--- config.mk ---
export PLATFORM = sky130hd
export DESIGN_NAME = seq_det_prog
export DESIGN_NICKNAME = d
export VERILOG_FILES = /design/src/rtl/seq_det_pkg.sv /design/src/rtl/seq_det_prog_sat_counter.sv /design/src/rtl/seq_det_prog.sv
export SDC_FILE = /design/constraint.sdc
export NUM_CORES = 1
export LEC_CHECK = 0
export CAP_MARGIN = 20
export CORE_UTILIZATION = 35
export DETAILED_ROUTE_END_ITERATION = 8
export SLEW_MARGIN = 10
export SYNTH_ARGS = -nofsm -noshare
export SYNTH_HDL_FRONTEND = slang
export SYNTH_HIERARCHICAL = 1
export SYNTH_SLANG_ARGS = --single-unit
export TNS_END_PERCENT = 10
--- constraint.sdc ---
create_clock -name clock -period 3.4 [get_ports clock]
set_input_delay 1.02 -clock clock [delete_from_list [all_inputs] [get_ports clock]]
set_output_delay 1.02 -clock clock [all_outputs]
set_load 0.01 [all_outputs]
--- src/rtl/seq_det_pkg.sv ---
// ---------------------------------------------------------------------------
// seq_det_pkg
// Shared types and defaults for the programmable serial pattern detector.
//   state_t          : detector FSM encoding (IDLE / FILL / ARMED)
//   LEN_W            : width of a pattern-length field for the default MAX_LEN
//   DEF_*            : default parameter values, including the reset-time
//                      pattern configuration
//   len_width()      : length-field width for an arbitrary MAX_LEN
// ---------------------------------------------------------------------------
package seq_det_pkg;

    typedef enum logic [1:0] {
        IDLE  = 2'b00,
        FILL  = 2'b01,
        ARMED = 2'b10
    } state_t;

    localparam int DEF_MAX_LEN = 8;
    localparam int DEF_CNT_W   = 8;
    localparam int LEN_W       = $clog2(DEF_MAX_LEN + 1);

    // Stored 16 bits wide so any legal MAX_LEN (2..16) can slice its default.
    localparam logic [15:0] DEF_RST_PATTERN = 16'h0005;
    localparam int          DEF_RST_LEN     = 3;
    localparam logic        DEF_RST_OVERLAP = 1'b1;

    function automatic int len_width(input int max_len);
        return $clog2(max_len + 1);
    endfunction

endpackage

--- src/rtl/seq_det_prog_sat_counter.sv ---
// ---------------------------------------------------------------------------
// sat_counter
// Up-counter that sticks at its all-ones value. A clear in the same cycle as
// an increment restarts the count at 1 so that event is not lost.
//   clock   : rising-edge clock
//   reset_n : asynchronous active-low reset, count -> 0
//   inc     : count one event this cycle
//   clr     : synchronous clear
//   count   : current count (CNT_W bits)
// ---------------------------------------------------------------------------
module sat_counter #(
    parameter int CNT_W = 8
) (
    input  logic             clock,
    input  logic             reset_n,
    input  logic             inc,
    input  logic             clr,
    output logic [CNT_W-1:0] count
);

    logic [CNT_W-1:0] r_count;

    always_ff @(posedge clock or negedge reset_n) begin
        if (!reset_n) begin
            r_count <= '0;
        end else if (clr) begin
            r_count <= CNT_W'(inc);
        end else if (inc && (r_count != '1)) begin
            r_count <= r_count + CNT_W'(1);
        end
    end

    assign count = r_count;

endmodule

--- src/rtl/seq_det_prog.sv ---
// ---------------------------------------------------------------------------
// seq_det_prog
// Run-time programmable serial bit-pattern detector (1..MAX_LEN bits) with
// overlapping / non-overlapping modes, an input valid qualifier and a
// saturating match counter.
//   clock, reset_n : rising-edge clock, asynchronous active-low reset
//   en             : detector enable, low parks the FSM in IDLE
//   seq_in         : serial data, sampled only when seq_valid is high
//   cfg_load       : load cfg_pattern / cfg_len / cfg_overlap (IDLE only)
//   cfg_pattern    : pattern, bit[len-1] is the first bit received
//   cfg_len        : pattern length, legal range 1..MAX_LEN
//   cfg_overlap    : 1 = overlapping matches, 0 = restart after each match
//   cfg_err        : one-cycle pulse when a cfg_load is rejected
//   count_clr      : synchronous clear of det_count
//   det_o          : one-cycle match pulse, one cycle after the final bit
//   det_count      : saturating match count
//   armed          : FSM is in ARMED
//
// state | meaning
// ------+--------------------------------------------------------------
// IDLE  | disabled; config may be loaded; history/fill held clear
// FILL  | fewer than len valid bits collected since entry or last restart
// ARMED | len bits collected; every valid bit is a match candidate
// ---------------------------------------------------------------------------
module seq_det_prog
    import seq_det_pkg::*;
#(
    parameter int                 MAX_LEN     = DEF_MAX_LEN,
    parameter int                 CNT_W       = DEF_CNT_W,
    parameter logic [MAX_LEN-1:0] RST_PATTERN = DEF_RST_PATTERN[MAX_LEN-1:0],
    parameter int                 RST_LEN     = DEF_RST_LEN,
    parameter logic               RST_OVERLAP = DEF_RST_OVERLAP
) (
    input  logic                           clock,
    input  logic                           reset_n,
    input  logic                           en,
    input  logic                           seq_in,
    input  logic                           seq_valid,
    input  logic                           cfg_load,
    input  logic [MAX_LEN-1:0]             cfg_pattern,
    input  logic [$clog2(MAX_LEN+1)-1:0]   cfg_len,
    input  logic                           cfg_overlap,
    output logic                           cfg_err,
    input  logic                           count_clr,
    output logic                           det_o,
    output logic [CNT_W-1:0]               det_count,
    output logic                           armed
);

    localparam int                 L_LEN_W   = len_width(MAX_LEN);
    localparam logic [L_LEN_W-1:0] L_MAX_LEN = L_LEN_W'(MAX_LEN);

    state_t               r_state;
    state_t               w_state_nxt;
    logic [MAX_LEN-1:0]   r_hist;
    logic [MAX_LEN-1:0]   w_hist_nxt;
    logic [MAX_LEN-1:0]   w_hist_shift;
    logic [MAX_LEN-1:0]   w_mask;
    logic [L_LEN_W-1:0]   r_fill;
    logic [L_LEN_W-1:0]   w_fill_nxt;
    logic [L_LEN_W-1:0]   w_fill_inc;

    logic [MAX_LEN-1:0]   r_pattern;
    logic [L_LEN_W-1:0]   r_len;
    logic                 r_overlap;

    logic                 r_det;
    logic                 r_err;
    logic                 w_step;
    logic                 w_match;
    logic                 w_len_ok;
    logic                 w_cfg_acc;

    // ------------------------------------------------------------------
    // Datapath candidates for the current edge
    // ------------------------------------------------------------------
    assign w_step       = en && seq_valid && (r_state != IDLE);
    assign w_hist_shift = {r_hist[MAX_LEN-2:0], seq_in};
    assign w_fill_inc   = (r_fill >= r_len) ? r_len : r_fill + L_LEN_W'(1);

    // Only the low len bits of history and pattern take part in a compare.
    always_comb begin
        w_mask = '0;
        for (int i = 0; i < MAX_LEN; i++) begin
            w_mask[i] = (i < int'(r_len));
        end
    end

    assign w_match = w_step && (w_fill_inc >= r_len)
                     && (((w_hist_shift ^ r_pattern) & w_mask) == '0);

    // ------------------------------------------------------------------
    // Configuration: only a legal length presented while IDLE is taken
    // ------------------------------------------------------------------
    assign w_len_ok  = (cfg_len != '0) && (cfg_len <= L_MAX_LEN);
    assign w_cfg_acc = cfg_load && (r_state == IDLE) && w_len_ok;

    always_ff @(posedge clock or negedge reset_n) begin
        if (!reset_n) begin
            r_pattern <= RST_PATTERN;
            r_len     <= L_LEN_W'(RST_LEN);
            r_overlap <= RST_OVERLAP;
            r_err     <= 1'b0;
        end else begin
            r_err <= cfg_load && !w_cfg_acc;
            if (w_cfg_acc) begin
                r_pattern <= cfg_pattern;
                r_len     <= cfg_len;
                r_overlap <= cfg_overlap;
            end
        end
    end

    // ------------------------------------------------------------------
    // FSM next state with history / fill
    // ------------------------------------------------------------------
    always_comb begin
        w_state_nxt = r_state;
        w_hist_nxt  = r_hist;
        w_fill_nxt  = r_fill;
        if (!en) begin
            w_state_nxt = IDLE;
            w_hist_nxt  = '0;
            w_fill_nxt  = '0;
        end else begin
            case (r_state)
                IDLE: begin
                    w_state_nxt = FILL;
                    w_hist_nxt  = '0;
                    w_fill_nxt  = '0;
                end
                FILL, ARMED: begin
                    if (seq_valid) begin
                        w_hist_nxt = w_hist_shift;
                        w_fill_nxt = w_fill_inc;
                        // Non-overlap restarts collection so the completing
                        // bit cannot seed the next match.
                        if (w_match && !r_overlap) begin
                            w_fill_nxt  = '0;
                            w_state_nxt = FILL;
                        end else if (w_fill_inc == r_len) begin
                            w_state_nxt = ARMED;
                        end
                    end
                end
                default: begin
                    w_state_nxt = IDLE;
                    w_hist_nxt  = '0;
                    w_fill_nxt  = '0;
                end
            endcase
        end
    end

    always_ff @(posedge clock or negedge reset_n) begin
        if (!reset_n) begin
            r_state <= IDLE;
            r_hist  <= '0;
            r_fill  <= '0;
            r_det   <= 1'b0;
        end else begin
            r_state <= w_state_nxt;
            r_hist  <= w_hist_nxt;
            r_fill  <= w_fill_nxt;
            r_det   <= w_match;
        end
    end

    // ------------------------------------------------------------------
    // Match counter and outputs
    // ------------------------------------------------------------------
    sat_counter #(
        .CNT_W (CNT_W)
    ) u_det_cnt (
        .clock   (clock),
        .reset_n (reset_n),
        .inc     (w_match),
        .clr     (count_clr),
        .count   (det_count)
    );

    assign det_o   = r_det;
    assign cfg_err = r_err;
    assign armed   = (r_state == ARMED);

endmodule
==> run metrics, run 1 <==
outcome finished, violations left; violated checks setup timing; Final Core Density 49.8%; effective utilization at floorplan 37.2%; Critical path destination u_det_cnt/count[7]; transition time at the pin with the least slew margin 0.830 ns; Die X-Extent approximately 80 um; footprint of the flip-flops and latches 907 um2; Mapped Cells between 150 and 200; buffer depth of the longest clock path 2; synth warn 6; number of global-route vias before repair about 1600; # fillers 536; xor and xnor area share after synthesis 4.56%; placer's final routability congestion estimate 0.789; most common flop cell mapped by yosys sky130_fd_sc_hd__dfrtp_1; destination of the worst register-to-register timing path u_det_cnt/count[7]; post-synthesis compound-gate area fraction 11.5%; fraction of synthesis flops using an asynchronous set or reset pin 100%; most frequently used cell type in the post-synthesis netlist sky130_fd_sc_hd__dfrtp_1; # Max-Cap Violations 0; DRC 0; largest net degree at the start of global routing 37; hold slack 0.536 ns; flop2flop setup slack -0.14 ns; final critical-path share of the clock period 104%; floorplan core area 5680 um2; Yosys top cell area share a little under two fifths; Crit Path Class flip-flop to flip-flop; Top-Level Pins 31; dominant combinational cell family by area after synthesis simple AND/OR/NAND/NOR gates; full die area 6350 um2; count of buffers from port buffering 30; # rows 27; Setup Skew 0.00624 ns; drt first-iter violations 58; net count after synthesis 230; maximum VDD drop 0.316 mV; fin area about 2800 um2; ratio of total power to cell area around 620 nW/um2; count of flip-flops with a built-in enable after synthesis 0; Via Count between 1500 and 2000; Remaining Overflow, GRT 0; depth of the worst register-to-register path 13; first-pass GRT wire length ~7900 um; leakage power figure between 1 and 1.5 nW; post-route antenna net violation count 0; ranking of synthesized cells by instance count sky130_fd_sc_hd__dfrtp_1, sky130_fd_sc_hd__ha_1, sky130_fd_sc_hd__mux2_2; synthesis-stage register bit count 36; Inserted Diodes 0; CTS buffer count 5; portion of the post-synthesis area used by sequential elements a little over two fifths; clock network latency to the later pin of the worst-skew pair 0.28 ns; Post-Route WL 4800 um; Min Clock Period, post-route 3.54 ns; critical path endpoint category flip-flop; via density per instance 5.09; router iterations before antenna repair 4; class of the tightest hold or removal check flip-flop to flip-flop; largest area contributor in the netlist sky130_fd_sc_hd__dfrtp_1; Post-layout nets 280; clock tree from TritonCTS yes; Die Height around 80 um; multiplexer area fraction after synthesis around an eighth; area taken by multi-input logic gates 1250 um2; post-route setup slack -0.139 ns; synthesis-to-finish area growth 33.8%; Fin. Hold Viols 0; Worst Setup Slack post-DPL -0.188 ns; Avg WL per Cell 15.0 um; share of layout cells above drive strength 1 28.6%; initial antenna violation count 0; Worst setup SP type flip-flop; launch point of the critical path r_len[0]; cell area reported after detailed placement 2610 um2; max frequency 283 MHz; max-slew violation count 0; simple-gate share of the synthesized area between 10% and 20%; Total Routing Usage GR 16.3%; data required time of the worst path 3.61 ns; Hold-fix buffers, CTS 0; number of distinct library cell variants in the gate-level netlist after synthesis 49; relative slew slack 44.7%; clock-pin slew of the registers on the worst-case setup and hold paths about 0.080 ns; arrival time of the worst setup path ~3.8 ns; synthesized area per cell 10.7 um2; final setup violation count 10; combined area of all synthesized cells between 2000 and 2500 um2; depth of the CTS H-tree 2; startpoint of the worst-slack reg-to-reg timing path r_len[0]; setup repair after global routing missed its margin yes; detailed placer's ending HPWL roughly 3400 um; number of clock sinks 36; clock root cell sky130_fd_sc_hd__clkbuf_8; maximum fanout along the worst path 6; adder and majority cell fraction of the synthesized area 7.71%; largest cells by area after synthesis sky130_fd_sc_hd__dfrtp_1, sky130_fd_sc_hd__ha_1, sky130_fd_sc_hd__mux2_2
[routing by layer]
layer | global-route usage [%] | share of wire [%] | vias up
li1 | - | - | 815
met1 | 22.1 | 48 | 785
met2 | 26.0 | 48 | 27
met3 | 2.74 | 3.1 | 2
met4 | 5.45 | 0.90 | 0
met5 | 0 | 0 | -
[stage by stage]
stage / power [mW] / setup TNS, ns / cells
floorplan: 1.09 / -0.228 / 197
global placement: 1.33 / -0.643 / 308
detailed placement: 1.34 / -1.16 / 308
CTS: 1.75 / -1.20 / 320
global route: 1.88 / -1.85 / 320
finish: 1.75 / -0.371 / 320
[flip-flops by register name, summed over array words and instances (netlist names)]
signal	flops
r_pattern	8
u_det_cnt/count	8
r_hist	7
r_fill	4
r_len	4
r_state	2
cfg_err	1
det_o	1
r_overlap	1
[worst min path at each step]
stage	start	to	cells past startpoint
finish	r_pattern[7]	r_pattern[7]	1
global route	r_pattern[7]	r_pattern[7]	1
CTS	r_pattern[7]	r_pattern[7]	1
detailed placement	r_pattern[7]	r_pattern[7]	1
global placement	r_hist[6]	r_hist[6]	2
floorplan	r_pattern[1]	r_pattern[1]	1
[logic make-up (layout without fill, tap and decap cells)]
family | count (synthesis) | count (layout)
mux | 23 | 23
buf+inv | 17 | 68
simple gates | 62 | 62
compound gates | 35 | 35
flops | 36 | 36
fa+ha+maj | 13 | 13
xor+xnor | 11 | 11
[final cells by class]
cell class,count,area share (%)
multi-input cells,144,44.4
flip-flops and latches,36,32.1
repair buffers,50,15.9
well taps,72,3.19
clock buffers,5,2.44
inverters,10,1.33
clock inverters,3,0.664
[repair_timing]
item,4_1_cts,5_1_grt
pin swaps,12,9
resized for setup,13,5
setup endpoints to repair,14,14
setup buffers,4,0
endpoints found under the hold margin,0,0
[cell usage in the layout, fill, tap and decap left out, drive strengths merged, types with 2 or more instances in the layout]
| cell | count |
|---|---|
| dfrtp | 31 |
| clkdlybuf4s50 | 29 |
| buf | 21 |
| mux2 | 13 |
| ha | 13 |
| nor2 | 11 |
| nand2b | 11 |
| mux2i | 10 |
| inv | 10 |
| a21oi | 10 |
| nand2 | 8 |
| o21ai | 8 |
| xor2 | 7 |
| nand3b | 7 |
| clkbuf | 5 |
| dfstp | 5 |
| nor3 | 5 |
| xnor2 | 4 |
| or3 | 3 |
| and3 | 3 |
| nand4 | 3 |
| clkinv | 3 |
| a2111oi | 3 |
| nand3 | 2 |
| a211oi | 2 |
| nor3b | 2 |
| and4 | 2 |
[power breakdown]
part	internal (mW)	switching [mW]	leakage [nW]
Sequential	0.545	0.0733	0.465
Combinational	0.441	0.391	0.679
Clock	0.143	0.159	0.0479
Total	1.13	0.623	1.19
[worst max-delay path, cell delays in order, from the launching register on]
cell and delay [ns]:
sky130_fd_sc_hd__dfstp_2 0.56, sky130_fd_sc_hd__ha_4 0.19, sky130_fd_sc_hd__nand2b_4 0.14, sky130_fd_sc_hd__a2111oi_4 0.34
sky130_fd_sc_hd__nor3_4 0.11, sky130_fd_sc_hd__mux2i_1 0.17, sky130_fd_sc_hd__ha_1 0.32, sky130_fd_sc_hd__o21ai_1 0.06
sky130_fd_sc_hd__a222oi_1 0.20, sky130_fd_sc_hd__or4b_4 0.53, sky130_fd_sc_hd__nor2_4 0.18, sky130_fd_sc_hd__nand4_4 0.13
sky130_fd_sc_hd__or3_4 0.39, sky130_fd_sc_hd__a21oi_2 0.14
(Power assumes the default switching activity.)
==> run 2: changes to the inputs <==
- CORE_UTILIZATION: 35 -> 49
- GPL_ROUTABILITY_DRIVEN: not set -> 1
- HOLD_SLACK_MARGIN: not set -> 0.1
- PLACE_DENSITY: not set -> 0.76
==> run 2 against run 1 <==
  * The flow still finishes with violations (setup timing)
  * Hold slack got worse by 0.0018 ns
  * Clock-buffer cell count rose by 1
  * Worst setup slack got worse by 0.030 ns
  * Core utilization rose by 20 points
  * Critical endpoint unchanged
  * Largest power group unchanged
==> run metrics, run 2 (synthesis results as in run 1) <==
arrival time of the worst setup path 3.78 ns (was 3.75 ns); count of buffers from port buffering 30 (unchanged); post-route setup slack -0.170 ns (was -0.139 ns); full die area 4570 um2 (was 6350 um2); maximum VDD drop 0.420 mV (was 0.316 mV); Hold-fix buffers, CTS 0 (unchanged); Post-Route WL 4690 um (was 4800 um); clock network latency to the later pin of the worst-skew pair 0.29 ns (was 0.28 ns); depth of the CTS H-tree 2 (unchanged); critical path endpoint category flip-flop (unchanged); cell depth of the worst min-delay path 1 (unchanged); detailed placer's ending HPWL 3160 um (was 3370 um); leakage power figure 1.22 nW (was 1.19 nW); # fillers 304 (was 536); drt first-iter violations 102 (was 58); Inserted Diodes 0 (unchanged); synthesis-to-finish area growth 35.0% (was 33.8%); clock tree from TritonCTS yes (unchanged); Post-layout nets 281 (was 280); number of clock sinks 36 (unchanged); Min Clock Period, post-route 3.57 ns (was 3.54 ns); share of layout cells above drive strength 1 29.3% (was 28.6%); flop2flop setup slack -0.17 ns (was -0.14 ns); max-slew violation count 0 (unchanged); initial antenna violation count 0 (unchanged); Setup Total Neg Slack -0.777 ns (was -0.371 ns); CTS buffer count 5 (unchanged); # rows 23 (was 27); max frequency 280 MHz (was 283 MHz); effective utilization at floorplan 52.0% (was 37.2%); Total Routing Usage GR 22.9% (was 16.3%); clock-pin slew of the registers on the worst-case setup and hold paths 0.07 ns (was 0.08 ns); clock root cell sky130_fd_sc_hd__clkbuf_8 (unchanged); final setup violation count 8 (was 10); number of global-route vias before repair 1677 (was 1642); outcome finished, violations left (unchanged); relative slew slack 45.9% (was 44.7%); transition time at the pin with the least slew margin 0.812 ns (was 0.830 ns); data required time of the worst path 3.61 ns (about the same); Via Count 1682 (was 1629); floorplan core area 4060 um2 (was 5680 um2); depth of the worst register-to-register path 13 (unchanged); maximum fanout along the worst path 5 (was 6); post-route antenna net violation count 0 (unchanged); router iterations before antenna repair 4 (unchanged); Die Height 67.6 um (was 79.7 um); DRC 0 (unchanged); placer's final routability congestion estimate 0.796 (was 0.789); Worst setup SP type flip-flop (unchanged); Die X-Extent 67.6 um (was 79.7 um); class of the tightest hold or removal check flip-flop to flip-flop (unchanged); violated checks setup timing (unchanged); setup repair after global routing missed its margin yes (unchanged); ratio of total power to cell area 653 nW/um2 (was 620 nW/um2); # Max-Cap Violations 0 (unchanged); Crit Path Class flip-flop to flip-flop (unchanged); most frequent standard cell in the layout excluding fill and tap cells sky130_fd_sc_hd__dfrtp_1 (unchanged); cell area reported after detailed placement 2590 um2 (was 2610 um2); buffer depth of the longest clock path 2 (unchanged); first-pass GRT wire length 7470 um (was 7870 um); largest net degree at the start of global routing 37 (unchanged); Remaining Overflow, GRT 0 (unchanged); Avg WL per Cell 15.7 um (was 15.0 um); Top-Level Pins 31 (unchanged); final critical-path share of the clock period 105% (was 104%); fin area 2850 um2 (was 2830 um2); most frequent cells in the layout sky130_fd_sc_hd__dfrtp_1, sky130_fd_sc_hd__clkdlybuf4s50_1, sky130_fd_sc_hd__buf_4, sky130_fd_sc_hd__mux2_2, sky130_fd_sc_hd__ha_1 (was sky130_fd_sc_hd__dfrtp_1, sky130_fd_sc_hd__clkdlybuf4s50_1, sky130_fd_sc_hd__buf_4, sky130_fd_sc_hd__mux2_2); via density per instance 5.63 (was 5.09); Setup Skew 0.00360 ns (was 0.00624 ns); Fin. Hold Viols 0 (unchanged)
==> run 2: changes by cell type in the layout (fill, tap and decap cells not counted), sizes merged <==
cell,before,now
clkinv,3,1
buf,21,22
bufinv,0,1
clkbuf,5,6
==> run 2: repair_timing <==
item / in CTS / in global routing
gates resized for setup: 12 / 10
pin swaps: 10 / 9
buffers inserted: 3 / 1
endpoints found under the setup margin: 9 / 14
==> run 2: layout make-up <==
| type | count | area, um2 | area share, % |
|---|---|---|---|
| inverter | 10 | 37.5 | 1.32 |
| clock inverter | 2 | 35.0 | 1.23 |
| sequential | 36 | 907 | 31.8 |
| multi-input combinational | 144 | 1280 | 44.8 |
| timing repair buffer | 51 | 457 | 16.0 |
| tap | 50 | 62.6 | 2.20 |
| clock buffer | 6 | 72.6 | 2.55 |
==> run 2: worst paths after layout <==
path,startpoint,end
min in group asynchronous,reset_n,r_fill[0]
max in group asynchronous,reset_n,cfg_err
setup reg to reg,r_len[0],u_det_cnt/count[7]
setup / recovery,r_len[0],u_det_cnt/count[7]
hold / removal,r_pattern[1],r_pattern[1]
hold reg to reg,r_pattern[1],r_pattern[1]
==> run 2: critical path: stages, from the launching register on <==
cell and delay [ns]:
sky130_fd_sc_hd__dfstp_2 0.55, sky130_fd_sc_hd__ha_4 0.19, sky130_fd_sc_hd__nand2b_4 0.14, sky130_fd_sc_hd__a2111oi_4 0.34, sky130_fd_sc_hd__nor3_4 0.12, sky130_fd_sc_hd__mux2i_2 0.18, sky130_fd_sc_hd__ha_1 0.31, sky130_fd_sc_hd__o21ai_1 0.08
sky130_fd_sc_hd__a222oi_1 0.22, sky130_fd_sc_hd__or4b_4 0.54, sky130_fd_sc_hd__nor2_4 0.20, sky130_fd_sc_hd__nand4_4 0.13, sky130_fd_sc_hd__or3_4 0.36, sky130_fd_sc_hd__a21oi_2 0.13
==> run 2: per-stage QoR <==
step	util, %	worst slack (ns)	hold slack [ns]	total power [mW]	cells
final	70.2	-0.170	0.534	1.86	299
after global routing	70.2	-0.333	0.544	1.99	299
after CTS	68.6	-0.221	0.537	1.83	298
after detailed placement	63.9	-0.228	0.521	1.34	287
after global placement	63.9	-0.144	0.514	1.32	287
after floorplan	-	-0.0860	0.501	1.09	197
==> run 2: metal layers <==
layer / up-vias / global-route usage (%) / share of wire (%)
li1: 814 / - / -
met1: 819 / 27.6 / 44
met2: 33 / 37.4 / 50
met3: 16 / 5.24 / 2.8
met4: 0 / 12.5 / 3.0
met5: - / 0 / 0
==> run 2: power by group <==
group,total (mW),internal [mW],switching (mW),leakage [nW]
sequential,0.616,0.545,0.0706,0.465
combinational,0.877,0.473,0.404,0.697
clock,0.368,0.218,0.151,0.0552
